## config.mk

```make
export PLATFORM = sky130hd
export DESIGN_NAME = operand2_shift_pipe_flat
export DESIGN_NICKNAME = d
export VERILOG_FILES = /design/src/rtl/operand2_shift_pipe_pkg.sv /design/src/rtl/operand2_shift_pipe_if.sv /design/src/rtl/operand2_shift_pipe_core.sv /design/src/rtl/operand2_shift_pipe.sv /design/src/flat_wrapper.sv
export SDC_FILE = /design/constraint.sdc
export NUM_CORES = 1
export LEC_CHECK = 0
export ABC_CLOCK_PERIOD_IN_PS = 5000
export CORE_ASPECT_RATIO = 1.75
export CORE_MARGIN = 2
export CORE_UTILIZATION = 50
export DETAILED_ROUTE_END_ITERATION = 6
export DONT_BUFFER_PORTS = 1
export PLACE_DENSITY = 0.64
export SKIP_LAST_GASP = 1
export SYNTH_ARGS = -nofsm -noshare
export SYNTH_HDL_FRONTEND = slang
export SYNTH_HIERARCHICAL = 1
export SYNTH_SLANG_ARGS = --single-unit
```

## constraint.sdc

```tcl
create_clock -name clk -period 5 [get_ports clk]
set_input_delay 0.75 -clock clk [delete_from_list [all_inputs] [get_ports clk]]
set_output_delay 0.75 -clock clk [all_outputs]
set_load 0.03 [all_outputs]
```

## src/rtl/operand2_shift_pipe_pkg.sv

```systemverilog
// Shared types for the ARM operand-2 pipeline: shift types, operand modes
// and the control word carried from the decode stage to the shift stage.
package arm_shift_pkg;

    // Encoding matches instruction bits [6:5].
    typedef enum logic [1:0] {
        SH_LSL = 2'b00,
        SH_LSR = 2'b01,
        SH_ASR = 2'b10,
        SH_ROR = 2'b11
    } shift_t;

    typedef enum logic [1:0] {
        MD_MEM = 2'b00,  // 12-bit load/store offset, passed through
        MD_IMM = 2'b01,  // rotated 8-bit immediate
        MD_REG = 2'b10,  // shift amount from Rs[7:0]
        MD_ISH = 2'b11   // shift amount from instruction bits [11:7]
    } mode_t;

    localparam int OP_W = 12;

    // Decode-stage control word. Rm and the saturated amount are held
    // beside it because their widths follow DATA_W.
    typedef struct packed {
        mode_t           mode;
        shift_t          sh_type;
        logic            zero_amt;  // result is Rm (or the raw immediate), carry is c_in
        logic            over;      // amount strictly above DATA_W
        logic            exact;     // amount equal to DATA_W
        logic            rrx;       // ROR #0 in immediate-shift form
        logic            c_in;
        logic [OP_W-1:0] payload;   // imm8 in [7:0], or the full offset
    } s1_ctl_t;

endpackage

```

## src/rtl/operand2_shift_pipe_if.sv

```systemverilog
// Operand/result bundle between operand fetch, the operand-2 pipe and the ALU.
// Handshake: a beat moves on in_valid & in_ready and a result moves on
// out_valid & out_ready; a producer holding valid keeps its payload stable
// until the matching ready is seen.
interface operand2_shift_pipe_if #(
    parameter int DATA_W = 32
);
    logic              in_valid;
    logic              in_ready;
    logic [DATA_W-1:0] val_rm;
    logic [DATA_W-1:0] val_rs;
    logic [11:0]       shift_operand;
    logic              imm;
    logic              mem_off;
    logic              c_in;
    logic              out_valid;
    logic              out_ready;
    logic [DATA_W-1:0] val2;
    logic              c_out;

    modport master (
        output in_valid, val_rm, val_rs, shift_operand, imm, mem_off, c_in, out_ready,
        input  in_ready, out_valid, val2, c_out
    );

    modport slave (
        input  in_valid, val_rm, val_rs, shift_operand, imm, mem_off, c_in, out_ready,
        output in_ready, out_valid, val2, c_out
    );
endinterface

```

## src/rtl/operand2_shift_pipe_core.sv

```systemverilog
// Combinational barrel shifter. A zero amount returns the data unchanged with
// fill_c as carry, except ROR where it performs RRX. Saturated amounts are
// handled by the caller.
module barrel_shift_core
    import arm_shift_pkg::*;
#(
    parameter int DATA_W = 32,
    localparam int AMT_W = $clog2(DATA_W)
) (
    input  logic [DATA_W-1:0] data,
    input  shift_t            sh_type,
    input  logic [AMT_W-1:0]  amt,
    input  logic              fill_c,
    output logic [DATA_W-1:0] result,
    output logic              carry
);

    logic [AMT_W-1:0] amt_m1;
    logic [AMT_W-1:0] neg_amt;

    // Carry taps: last bit shifted out is data[amt-1] going right, data[DATA_W-amt] going left.
    always_comb begin
        amt_m1  = amt - AMT_W'(1);
        neg_amt = AMT_W'(0) - amt;
        result  = data;
        carry   = fill_c;
        case (sh_type)
            SH_LSL: begin
                result = data << amt;
                if (amt != '0) carry = data[neg_amt];
            end
            SH_LSR: begin
                result = data >> amt;
                if (amt != '0) carry = data[amt_m1];
            end
            SH_ASR: begin
                result = $unsigned($signed(data) >>> amt);
                if (amt != '0) carry = data[amt_m1];
            end
            SH_ROR: begin
                if (amt == '0) begin
                    result = {fill_c, data[DATA_W-1:1]};
                    carry  = data[0];
                end else begin
                    result = (data >> amt) | (data << neg_amt);
                    carry  = data[amt_m1];
                end
            end
            default: begin
                result = data;
                carry  = fill_c;
            end
        endcase
    end

endmodule

```

## src/rtl/operand2_shift_pipe.sv

```systemverilog
// ARM operand-2 generator: S1 decodes mode and amount, S2 shifts and selects
// the carry. Two registered stages with a valid/ready handshake.
// Shift amounts are decoded through a 16-bit intermediate, so DATA_W up to 2^15.
module operand2_shift_pipe
    import arm_shift_pkg::*;
#(
    parameter int DATA_W = 32
) (
    input  logic                 clk,
    input  logic                 rst,
    input  logic                 flush,
    operand2_shift_pipe_if.slave bus
);

    localparam int               AMT_W    = $clog2(DATA_W);
    localparam logic [AMT_W:0]   AMT_SAT  = (AMT_W+1)'(DATA_W);
    localparam logic [15:0]      DATA_W_N = 16'(DATA_W);

    logic              s1_valid_q, s2_valid_q;
    logic              s1_adv, in_ready;
    s1_ctl_t           s1_ctl_q, s1_ctl_d;
    logic [AMT_W:0]    s1_amt_q, s1_amt_d;
    logic [DATA_W-1:0] s1_rm_q;
    logic [DATA_W-1:0] val2_q, val2_d;
    logic              c_out_q, c_out_d;

    shift_t            sh_w;
    logic [15:0]       n_w;
    logic [15:0]       rot_w;

    logic [DATA_W-1:0] core_data, core_res;
    shift_t            core_type;
    logic              core_carry;
    logic              unused_bits;

    // S1 moves when S2 is free or draining; in_ready never looks at in_valid.
    assign s1_adv   = !s2_valid_q || bus.out_ready;
    assign in_ready = !s1_valid_q || s1_adv;

    assign bus.in_ready  = in_ready;
    assign bus.out_valid = s2_valid_q;
    assign bus.val2      = val2_q;
    assign bus.c_out     = c_out_q;

    assign unused_bits = ^{bus.val_rs[DATA_W-1:8], rot_w[15:AMT_W], s1_amt_q[AMT_W]};

    // Decode: pick the mode, saturate the amount and flag the special cases.
    always_comb begin
        s1_ctl_d         = '0;
        s1_amt_d         = '0;
        n_w              = '0;
        rot_w            = '0;
        sh_w             = shift_t'(bus.shift_operand[6:5]);
        s1_ctl_d.sh_type = sh_w;
        s1_ctl_d.c_in    = bus.c_in;
        s1_ctl_d.payload = bus.shift_operand;
        if (bus.mem_off) begin
            s1_ctl_d.mode = MD_MEM;
        end else if (bus.imm) begin
            s1_ctl_d.mode     = MD_IMM;
            rot_w             = {11'b0, bus.shift_operand[11:8], 1'b0};
            s1_amt_d          = {1'b0, rot_w[AMT_W-1:0]};
            s1_ctl_d.zero_amt = (bus.shift_operand[11:8] == 4'd0);
        end else begin
            if (bus.shift_operand[4]) begin
                s1_ctl_d.mode = MD_REG;
                n_w           = {8'b0, bus.val_rs[7:0]};
            end else begin
                s1_ctl_d.mode = MD_ISH;
                n_w           = {11'b0, bus.shift_operand[11:7]};
            end
            if (n_w == '0) begin
                if (bus.shift_operand[4]) begin
                    s1_ctl_d.zero_amt = 1'b1;
                end else begin
                    // Immediate #0 encodes LSL #0, LSR/ASR #DATA_W and RRX.
                    case (sh_w)
                        SH_LSL: s1_ctl_d.zero_amt = 1'b1;
                        SH_LSR, SH_ASR: begin
                            s1_ctl_d.exact = 1'b1;
                            s1_amt_d       = AMT_SAT;
                        end
                        SH_ROR: s1_ctl_d.rrx = 1'b1;
                        default: s1_ctl_d.zero_amt = 1'b1;
                    endcase
                end
            end else if (sh_w == SH_ROR) begin
                s1_amt_d = {1'b0, n_w[AMT_W-1:0]};
            end else if (n_w >= DATA_W_N) begin
                s1_amt_d       = AMT_SAT;
                s1_ctl_d.exact = (n_w == DATA_W_N);
                s1_ctl_d.over  = (n_w != DATA_W_N);
            end else begin
                s1_amt_d = n_w[AMT_W:0];
            end
        end
    end

    // Shifter operand: immediates rotate the zero-extended imm8, shifts use Rm.
    always_comb begin
        core_data = s1_rm_q;
        core_type = s1_ctl_q.sh_type;
        case (s1_ctl_q.mode)
            MD_MEM: core_data = DATA_W'(s1_ctl_q.payload);
            MD_IMM: begin
                core_data = DATA_W'(s1_ctl_q.payload[7:0]);
                core_type = SH_ROR;
            end
            default: core_data = s1_rm_q;
        endcase
    end

    barrel_shift_core #(.DATA_W(DATA_W)) u_core (
        .data    (core_data),
        .sh_type (core_type),
        .amt     (s1_amt_q[AMT_W-1:0]),
        .fill_c  (s1_ctl_q.c_in),
        .result  (core_res),
        .carry   (core_carry)
    );

    // S2 result: raw shifter output with the zero/saturation overrides applied.
    always_comb begin
        val2_d  = core_res;
        c_out_d = core_carry;
        case (s1_ctl_q.mode)
            MD_MEM: begin
                val2_d  = core_data;
                c_out_d = s1_ctl_q.c_in;
            end
            MD_IMM: begin
                if (s1_ctl_q.zero_amt) begin
                    val2_d  = core_data;
                    c_out_d = s1_ctl_q.c_in;
                end else begin
                    c_out_d = core_res[DATA_W-1];
                end
            end
            default: begin
                if (s1_ctl_q.zero_amt) begin
                    val2_d  = s1_rm_q;
                    c_out_d = s1_ctl_q.c_in;
                end else if (!s1_ctl_q.rrx) begin
                    case (s1_ctl_q.sh_type)
                        SH_LSL: begin
                            if (s1_ctl_q.exact) begin
                                val2_d  = '0;
                                c_out_d = s1_rm_q[0];
                            end else if (s1_ctl_q.over) begin
                                val2_d  = '0;
                                c_out_d = 1'b0;
                            end
                        end
                        SH_LSR: begin
                            if (s1_ctl_q.exact) begin
                                val2_d  = '0;
                                c_out_d = s1_rm_q[DATA_W-1];
                            end else if (s1_ctl_q.over) begin
                                val2_d  = '0;
                                c_out_d = 1'b0;
                            end
                        end
                        SH_ASR: begin
                            if (s1_ctl_q.exact || s1_ctl_q.over) begin
                                val2_d  = {DATA_W{s1_rm_q[DATA_W-1]}};
                                c_out_d = s1_rm_q[DATA_W-1];
                            end
                        end
                        SH_ROR: begin
                            // Non-zero multiple of DATA_W: value unchanged, carry is the MSB.
                            if (s1_amt_q[AMT_W-1:0] == '0) begin
                                val2_d  = s1_rm_q;
                                c_out_d = s1_rm_q[DATA_W-1];
                            end
                        end
                        default: ;
                    endcase
                end
            end
        endcase
    end

    // Stage valids: reset and flush kill both; otherwise advance with the handshake.
    always_ff @(posedge clk) begin
        if (rst) begin
            s1_valid_q <= 1'b0;
            s2_valid_q <= 1'b0;
        end else if (flush) begin
            s1_valid_q <= 1'b0;
            s2_valid_q <= 1'b0;
        end else begin
            if (in_ready) s1_valid_q <= bus.in_valid;
            if (s1_adv)   s2_valid_q <= s1_valid_q;
        end
    end

    // S1 payload registers load on every accepted beat.
    always_ff @(posedge clk) begin
        if (rst) begin
            s1_ctl_q <= '0;
            s1_amt_q <= '0;
            s1_rm_q  <= '0;
        end else if (bus.in_valid && in_ready) begin
            s1_ctl_q <= s1_ctl_d;
            s1_amt_q <= s1_amt_d;
            s1_rm_q  <= bus.val_rm;
        end
    end

    // S2 result registers load only when a valid S1 beat advances, so a stalled result holds.
    always_ff @(posedge clk) begin
        if (rst) begin
            val2_q  <= '0;
            c_out_q <= 1'b0;
        end else if (s1_valid_q && s1_adv) begin
            val2_q  <= val2_d;
            c_out_q <= c_out_d;
        end
    end

endmodule

```

## src/flat_wrapper.sv

```systemverilog
// flat-port wrapper written by rule: the top's interface ports become plain ports
module operand2_shift_pipe_flat import arm_shift_pkg::*;
#(
    parameter int DATA_W = 32
)
  (clk, rst, flush, bus_in_valid, bus_val_rm, bus_val_rs, bus_shift_operand, bus_imm, bus_mem_off, bus_c_in, bus_out_ready, bus_in_ready, bus_out_valid, bus_val2, bus_c_out);
  operand2_shift_pipe_if #(.DATA_W(DATA_W)) bus_i ();
  input  logic clk;
  input  logic rst;
  input  logic flush;
  input wire logic [$bits(bus_i.in_valid)-1:0] bus_in_valid;
  input wire logic [$bits(bus_i.val_rm)-1:0] bus_val_rm;
  input wire logic [$bits(bus_i.val_rs)-1:0] bus_val_rs;
  input wire logic [$bits(bus_i.shift_operand)-1:0] bus_shift_operand;
  input wire logic [$bits(bus_i.imm)-1:0] bus_imm;
  input wire logic [$bits(bus_i.mem_off)-1:0] bus_mem_off;
  input wire logic [$bits(bus_i.c_in)-1:0] bus_c_in;
  input wire logic [$bits(bus_i.out_ready)-1:0] bus_out_ready;
  output wire logic [$bits(bus_i.in_ready)-1:0] bus_in_ready;
  output wire logic [$bits(bus_i.out_valid)-1:0] bus_out_valid;
  output wire logic [$bits(bus_i.val2)-1:0] bus_val2;
  output wire logic [$bits(bus_i.c_out)-1:0] bus_c_out;
  assign bus_i.in_valid = bus_in_valid;
  assign bus_i.val_rm = bus_val_rm;
  assign bus_i.val_rs = bus_val_rs;
  assign bus_i.shift_operand = bus_shift_operand;
  assign bus_i.imm = bus_imm;
  assign bus_i.mem_off = bus_mem_off;
  assign bus_i.c_in = bus_c_in;
  assign bus_i.out_ready = bus_out_ready;
  assign bus_in_ready = bus_i.in_ready;
  assign bus_out_valid = bus_i.out_valid;
  assign bus_val2 = bus_i.val2;
  assign bus_c_out = bus_i.c_out;
  operand2_shift_pipe #(.DATA_W(DATA_W)) u_core (.clk(clk), .rst(rst), .flush(flush), .bus(bus_i));
endmodule
```

==> results of run 1 <==
==> per-layer routing <==
metal	global-route usage	up-vias	share of wire
met1	0.504	6811	0.32
met4	0.426	2	0.11
li1	-	5868	-
met5	0	-	0.00016
met2	0.751	1078	0.46
met3	0.118	374	0.11
==> state kept, by name, summed over array words and instances, names as in the netlist <==
register / cells
u_core/bus.c_out: 1
u_core/s1_rm_q: 32
u_core/bus.val2: 32
u_core/s1_ctl_q: 19
u_core/s1_valid_q: 1
u_core/s1_amt_q: 5
u_core/bus.out_valid: 1
==> worst paths after layout <==
check | from | end | slack (ps) | cells after the start
setup / recovery | u_core/s1_ctl_q[20] | u_core/bus.val2[11] | 590 | 11
hold / removal | rst | u_core/s1_ctl_q[20] | 450 | 1
setup reg to reg | u_core/s1_ctl_q[20] | u_core/bus.val2[11] | 590 | 11
hold reg to reg | u_core/s1_ctl_q[16] | u_core/s1_ctl_q[16] | 460 | 2
==> area by class of cell <==
type	instances	area, um^2	share of cell area
multi-input cells	1291	9890	0.750
flip-flops and latches	91	1840	0.139
repair buffers	80	638	0.0484
well taps	316	395	0.0300
clock buffers	10	229	0.0174
inverters	31	116	0.00883
clock inverters	6	72.6	0.00550
diodes	1	2.50	0.000190
==> stage by stage <==
stage	instances	hold WS, ps	power [mW]	worst slack (ps)
6_report	1826	449	2.60	593
5_1_grt	1825	449	2.66	527
4_1_cts	1825	445	2.54	836
3_5_place_dp	1809	451	1.84	842
3_3_place_gp	1809	450	1.83	806
2_1_floorplan	1594	445	1.50	1250
==> where the power goes <==
part	internal (mW)	total (mW)	switching, mW
combinational	0.342	1.06	0.723
sequential	0.760	0.828	0.0674
clock	0.394	0.707	0.313
==> logic make-up (layout without fill, tap and decap cells) <==
| kind of cell | count (synthesis) | in the layout | synth area share |
|---|---|---|---|
| compound gates | 491 | 491 | 0.275 |
| xor+xnor | 3 | 3 | 0.00266 |
| fa+ha+maj | 8 | 8 | 0.00788 |
| buf+inv | 212 | 127 | 0.0788 |
| flops | 91 | 91 | 0.143 |
| mux | 233 | 233 | 0.292 |
| other cells | 0 | 1 | 0 |
| simple gates | 556 | 556 | 0.200 |
==> Yosys cell counts (9+ instances only) <==
cell type	number
buf_2	35
dfxtp_1	91
and3_1	17
a221oi_2	13
a22o_1	10
inv_1	28
or3_1	10
o21a_1	13
a21oi_1	123
mux2i_1	75
a22oi_1	9
o211ai_1	15
buf_4	17
nand2_1	202
o32ai_1	9
o221ai_1	12
a211oi_1	38
mux4_2	105
nand2b_1	26
a31oi_1	22
and2_1	30
o22ai_1	19
nor2_1	164
buf_1	9
nor2b_1	9
nand3_1	29
o21ai_0	103
mux2_2	53
nor3_1	37
clkbuf_1	107
buf_6	13
==> critical path: stages (launching register included) <==
cell      delay, ps
dfxtp_2         620
nor2_1          260
a22o_1          550
mux4_2          720
mux2i_1         880
nand2_1         130
a32oi_1         310
o211ai_1        250
nand2_1         120
o21ai_0         100
a221oi_2        220
a211oi_1        110
==> results.json, run 1 <==
{
  "place_hpwl_um": 45100,
  "synth_edf_count": 0,
  "vias": 14133,
  "cts_tree": "yes",
  "synth-async-reset-ratio": 0,
  "max_cap_viol_count": 1,
  "dieArea_um2": 26700,
  "finalWirelength_um": 64500,
  "final_cell_mix": "nand2_1, nor2_1, a21oi_1",
  "status": "finished with violations",
  "first_pass_iters": 6,
  "clockBufferDepth": 2,
  "die_y_um": 215,
  "first_global_vias": 13697,
  "synth_top_cell_by_area": "mux4_2",
  "insertion_delay_ps": 360,
  "initial_core_util": 0.505,
  "synthTopCellsByArea": "mux4_2, dfxtp_1, nand2_1",
  "placed_area_um2": 12900,
  "grt_pass1_wl_um": 93200,
  "yosysWarnings": 6,
  "crit_arrival_ps": 4650,
  "cts_buffers": 9,
  "hold_viol_final": 0,
  "yosysTopAreaCellShare": 0.186,
  "design_area_um2": 13200,
  "clk_pin_slew_ps": 60,
  "final_antenna_net_count": 0,
  "clkSinkCount": 91,
  "synth_cell_types": 87,
  "grt_max_degree": 112,
  "wl_per_cell_um": 35.3,
  "crit_fanout": 31,
  "violations": "capacitance limit, slew limit",
  "final.setup_skew_ps": 8.32,
  "drt-initial-drc-count": 1848,
  "io_buffers": 0,
  "holdBufCountCts": 0,
  "yosysSeqAreaShare": 0.143,
  "syn2layout_area_growth_pct": 3.81,
  "synth_nets": 1686,
  "syn_area_um2": 12700,
  "rsz0062_at_grt": "false",
  "post_cts_resized": 0,
  "ios": 119,
  "synth_flop_cell": "dfxtp_1",
  "tns_ps": 0,
  "drc_errors": 0,
  "cp.required_ps": 5240,
  "nets": 1596,
  "utilization": 0.524,
  "hp-class": "in -> reg",
  "power.density_nw_per_um2": 197,
  "final_layout_size_suffix_gt1_frac": 0.204,
  "final_common_cell": "nand2_1",
  "grt_overflow_total": 0,
  "syn-instance-count": 1594,
  "path_class": "reg -> reg",
  "peakVddDrop_mv": 0.275,
  "gp_congestion": 1.06,
  "postCtsSetupBuffers": 0,
  "fmax_mhz": 227,
  "cp-start-kind": "register",
  "drv_slew": 1,
  "grt_antenna_before_repair": 2,
  "worst_pin_slew_ps": 1500,
  "period_share": 0.881,
  "root_buffer": "clkbuf_16",
  "cts_max_level": 3,
  "ys_ff_latch": 91,
  "min_period_ps": 4410,
  "fp.dieW_um": 124,
  "synth_area_per_cell_um2": 7.97,
  "via_per_inst": 7.74,
  "grt.total_usage": 0.468,
  "setup_violations": 0,
  "end_kind": "register",
  "fill_cells": 2486,
  "maxSlewHeadroom": -0.00426,
  "coreArea_um2": 25100,
  "row_count": 77,
  "p_leak_nw": 4.49
}
Power figures use the tool's default switching activity.
==> run 2, diff against run 1 <==
--- a/config.mk
+++ b/config.mk
@@ -11,7 +11,9 @@
 export CORE_UTILIZATION = 50
 export DETAILED_ROUTE_END_ITERATION = 6
 export DONT_BUFFER_PORTS = 1
+export GPL_ROUTABILITY_DRIVEN = 0
 export PLACE_DENSITY = 0.64
+export REMOVE_ABC_BUFFERS = 1
 export SKIP_LAST_GASP = 1
 export SYNTH_ARGS = -nofsm -noshare
 export SYNTH_HDL_FRONTEND = slang
==> run 2 against run 1 <==
The run now ends clean; first-iteration DRC count rose by 34%; die area unchanged; worst setup slack worse by 190 ps; clock skew decreased by 1.1 ps; sequential share of layout area decreased by 0.083 points; hold slack improved by 4.9 ps; clock-buffer cell count fell by 1; critical endpoint is now u_core/bus.c_out.
==> results.json, run 2 (synthesized netlist as in run 1, its figures left out) <==
{
  "tns_ps": 0,
  "wl_per_cell_um": 31.3,
  "period_share": 0.919,
  "whs_ps": 454,
  "grt_pass1_wl_um": 85000,
  "place_hpwl_um": 41200,
  "min_period_ps": 4600,
  "drt-initial-drc-count": 2474,
  "ios": 119,
  "fp.dieW_um": 124,
  "power.switching_mw": 1.03,
  "r2r_setup_slack_ps": 400,
  "p_leak_nw": 4.55,
  "root_buffer": "clkbuf_16",
  "path_class": "reg -> reg",
  "via_per_inst": 7.65,
  "vias": 14036,
  "cts_max_level": 3,
  "row_count": 77,
  "cts_tree": "yes",
  "final_common_cell": "nand2_1",
  "swShare": 0.401,
  "cp-start-kind": "register",
  "fill_cells": 2400,
  "first_global_vias": 13315,
  "clk_pin_slew_ps": 70,
  "peakVddDrop_mv": 0.275,
  "first_pass_iters": 7,
  "ff_latch_area_um2": 1840,
  "grt.total_usage": 0.416,
  "syn2layout_area_growth_pct": 4.43,
  "drv_slew": 0,
  "design_area_um2": 13300,
  "nets": 1605,
  "final_antenna_net_count": 0,
  "cpMostUsedCell": "a211oi_1",
  "pwr-share-clk": 0.289,
  "grt_overflow_total": 0,
  "hold_viol_final": 0,
  "setup_violations": 0,
  "cpPeakStageDelay_ps": 820,
  "post_cts_resized": 0,
  "insertion_delay_ps": 360,
  "power.density_nw_per_um2": 193,
  "die_y_um": 215,
  "cp.required_ps": 5270,
  "pwr-share-comb": 0.387,
  "initial_core_util": 0.505,
  "placed_area_um2": 12900,
  "final_layout_size_suffix_gt1_frac": 0.209,
  "intPower_mw": 1.53,
  "holdBufCountCts": 0,
  "utilization": 0.527,
  "worst_pin_slew_ps": 1150,
  "cts_buffers": 9,
  "final_cell_mix": "nand2_1, nor2_1, a21oi_1",
  "end_kind": "register",
  "multiInputGateArea_um2": 9890,
  "io_buffers": 0,
  "drc_errors": 0,
  "cp_slowest_cell": "and2_1",
  "postCtsSetupBuffers": 0,
  "grt_max_degree": 122,
  "finalWirelength_um": 57400,
  "final.setup_skew_ps": 7.22,
  "maxSlewHeadroom": 0.226,
  "coreArea_um2": 25100,
  "grt_antenna_before_repair": 1,
  "seq_power_share": 0.324,
  "crit_fanout": 38,
  "fmax_mhz": 218,
  "rsz0062_at_grt": "false",
  "dieArea_um2": 26700,
  "crit_arrival_ps": 4860,
  "max_cap_viol_count": 0,
  "critPathTopFamily": "simple AND/OR/NAND/NOR gates",
  "crit_path_cell_trace": "buf_12, and2_1, mux4_2, mux2i_1, mux2_2, nor2_1, a211oi_1, nor4_1, and3_1, nor3b_1, o2111a_1, a211oi_1",
  "status": "finished clean",
  "clockBufferDepth": 2,
  "worst-path-buf-inv": 1,
  "clkSinkCount": 91,
  "hp-class": "in -> reg"
}
run 2: changes by cell type in the layout (fill, tap and decap cells not counted), sizes merged:
| cell | delta |
|---|---|
| buf | +9 |
| bufinv | +1 |
| clkbuf | -1 |
| clkinv | +2 |
| clkinvlp | -1 |
| inv | -1 |
run 2: through the flow:
step	worst slack [ps]	total power, mW	instances
after floorplan	-3560	1.45	1413
after global placement	827	1.76	1818
after detailed placement	778	1.77	1818
after CTS	776	2.51	1834
after global routing	364	2.63	1834
final	403	2.56	1835
run 2: metal layers:
| layer | track usage | vias up | wire (um) |
|---|---|---|---|
| li1 | - | 5886 | - |
| met1 | 0.450 | 6567 | 17900 |
| met2 | 0.679 | 1179 | 26400 |
| met3 | 0.0963 | 402 | 6550 |
| met4 | 0.360 | 2 | 6470 |
| met5 | 0 | - | 11 |
run 2: path summary, 6_finish.rpt:
path / from / to / cells past startpoint
max: u_core/s1_ctl_q[20] / u_core/bus.c_out / 12
min: rst / u_core/s1_rm_q[20] / 1
max reg2reg: u_core/s1_ctl_q[20] / u_core/bus.c_out / 12
min reg2reg: u_core/s1_ctl_q[7] / u_core/s1_ctl_q[7] / 2
run 2: power by group through the flow:
stage	sequential, mW	clock (mW)	combinational [mW]
after floorplan	0.860	0	0.592
after global placement	0.842	0	0.921
after detailed placement	0.843	0	0.928
after CTS	0.827	0.752	0.932
after global routing	0.831	0.777	1.02
final	0.829	0.739	0.989
run 2: area by class of cell:
cell class,instances,area share
Clock buffer,9,0.0170
Timing Repair Buffer,89,0.0532
Sequential cell,91,0.138
Clock inverter,7,0.00679
Inverter,31,0.00877
Antenna cell,1,0.000189
Multi-Input combinational cell,1291,0.746
Tap cell,316,0.0298
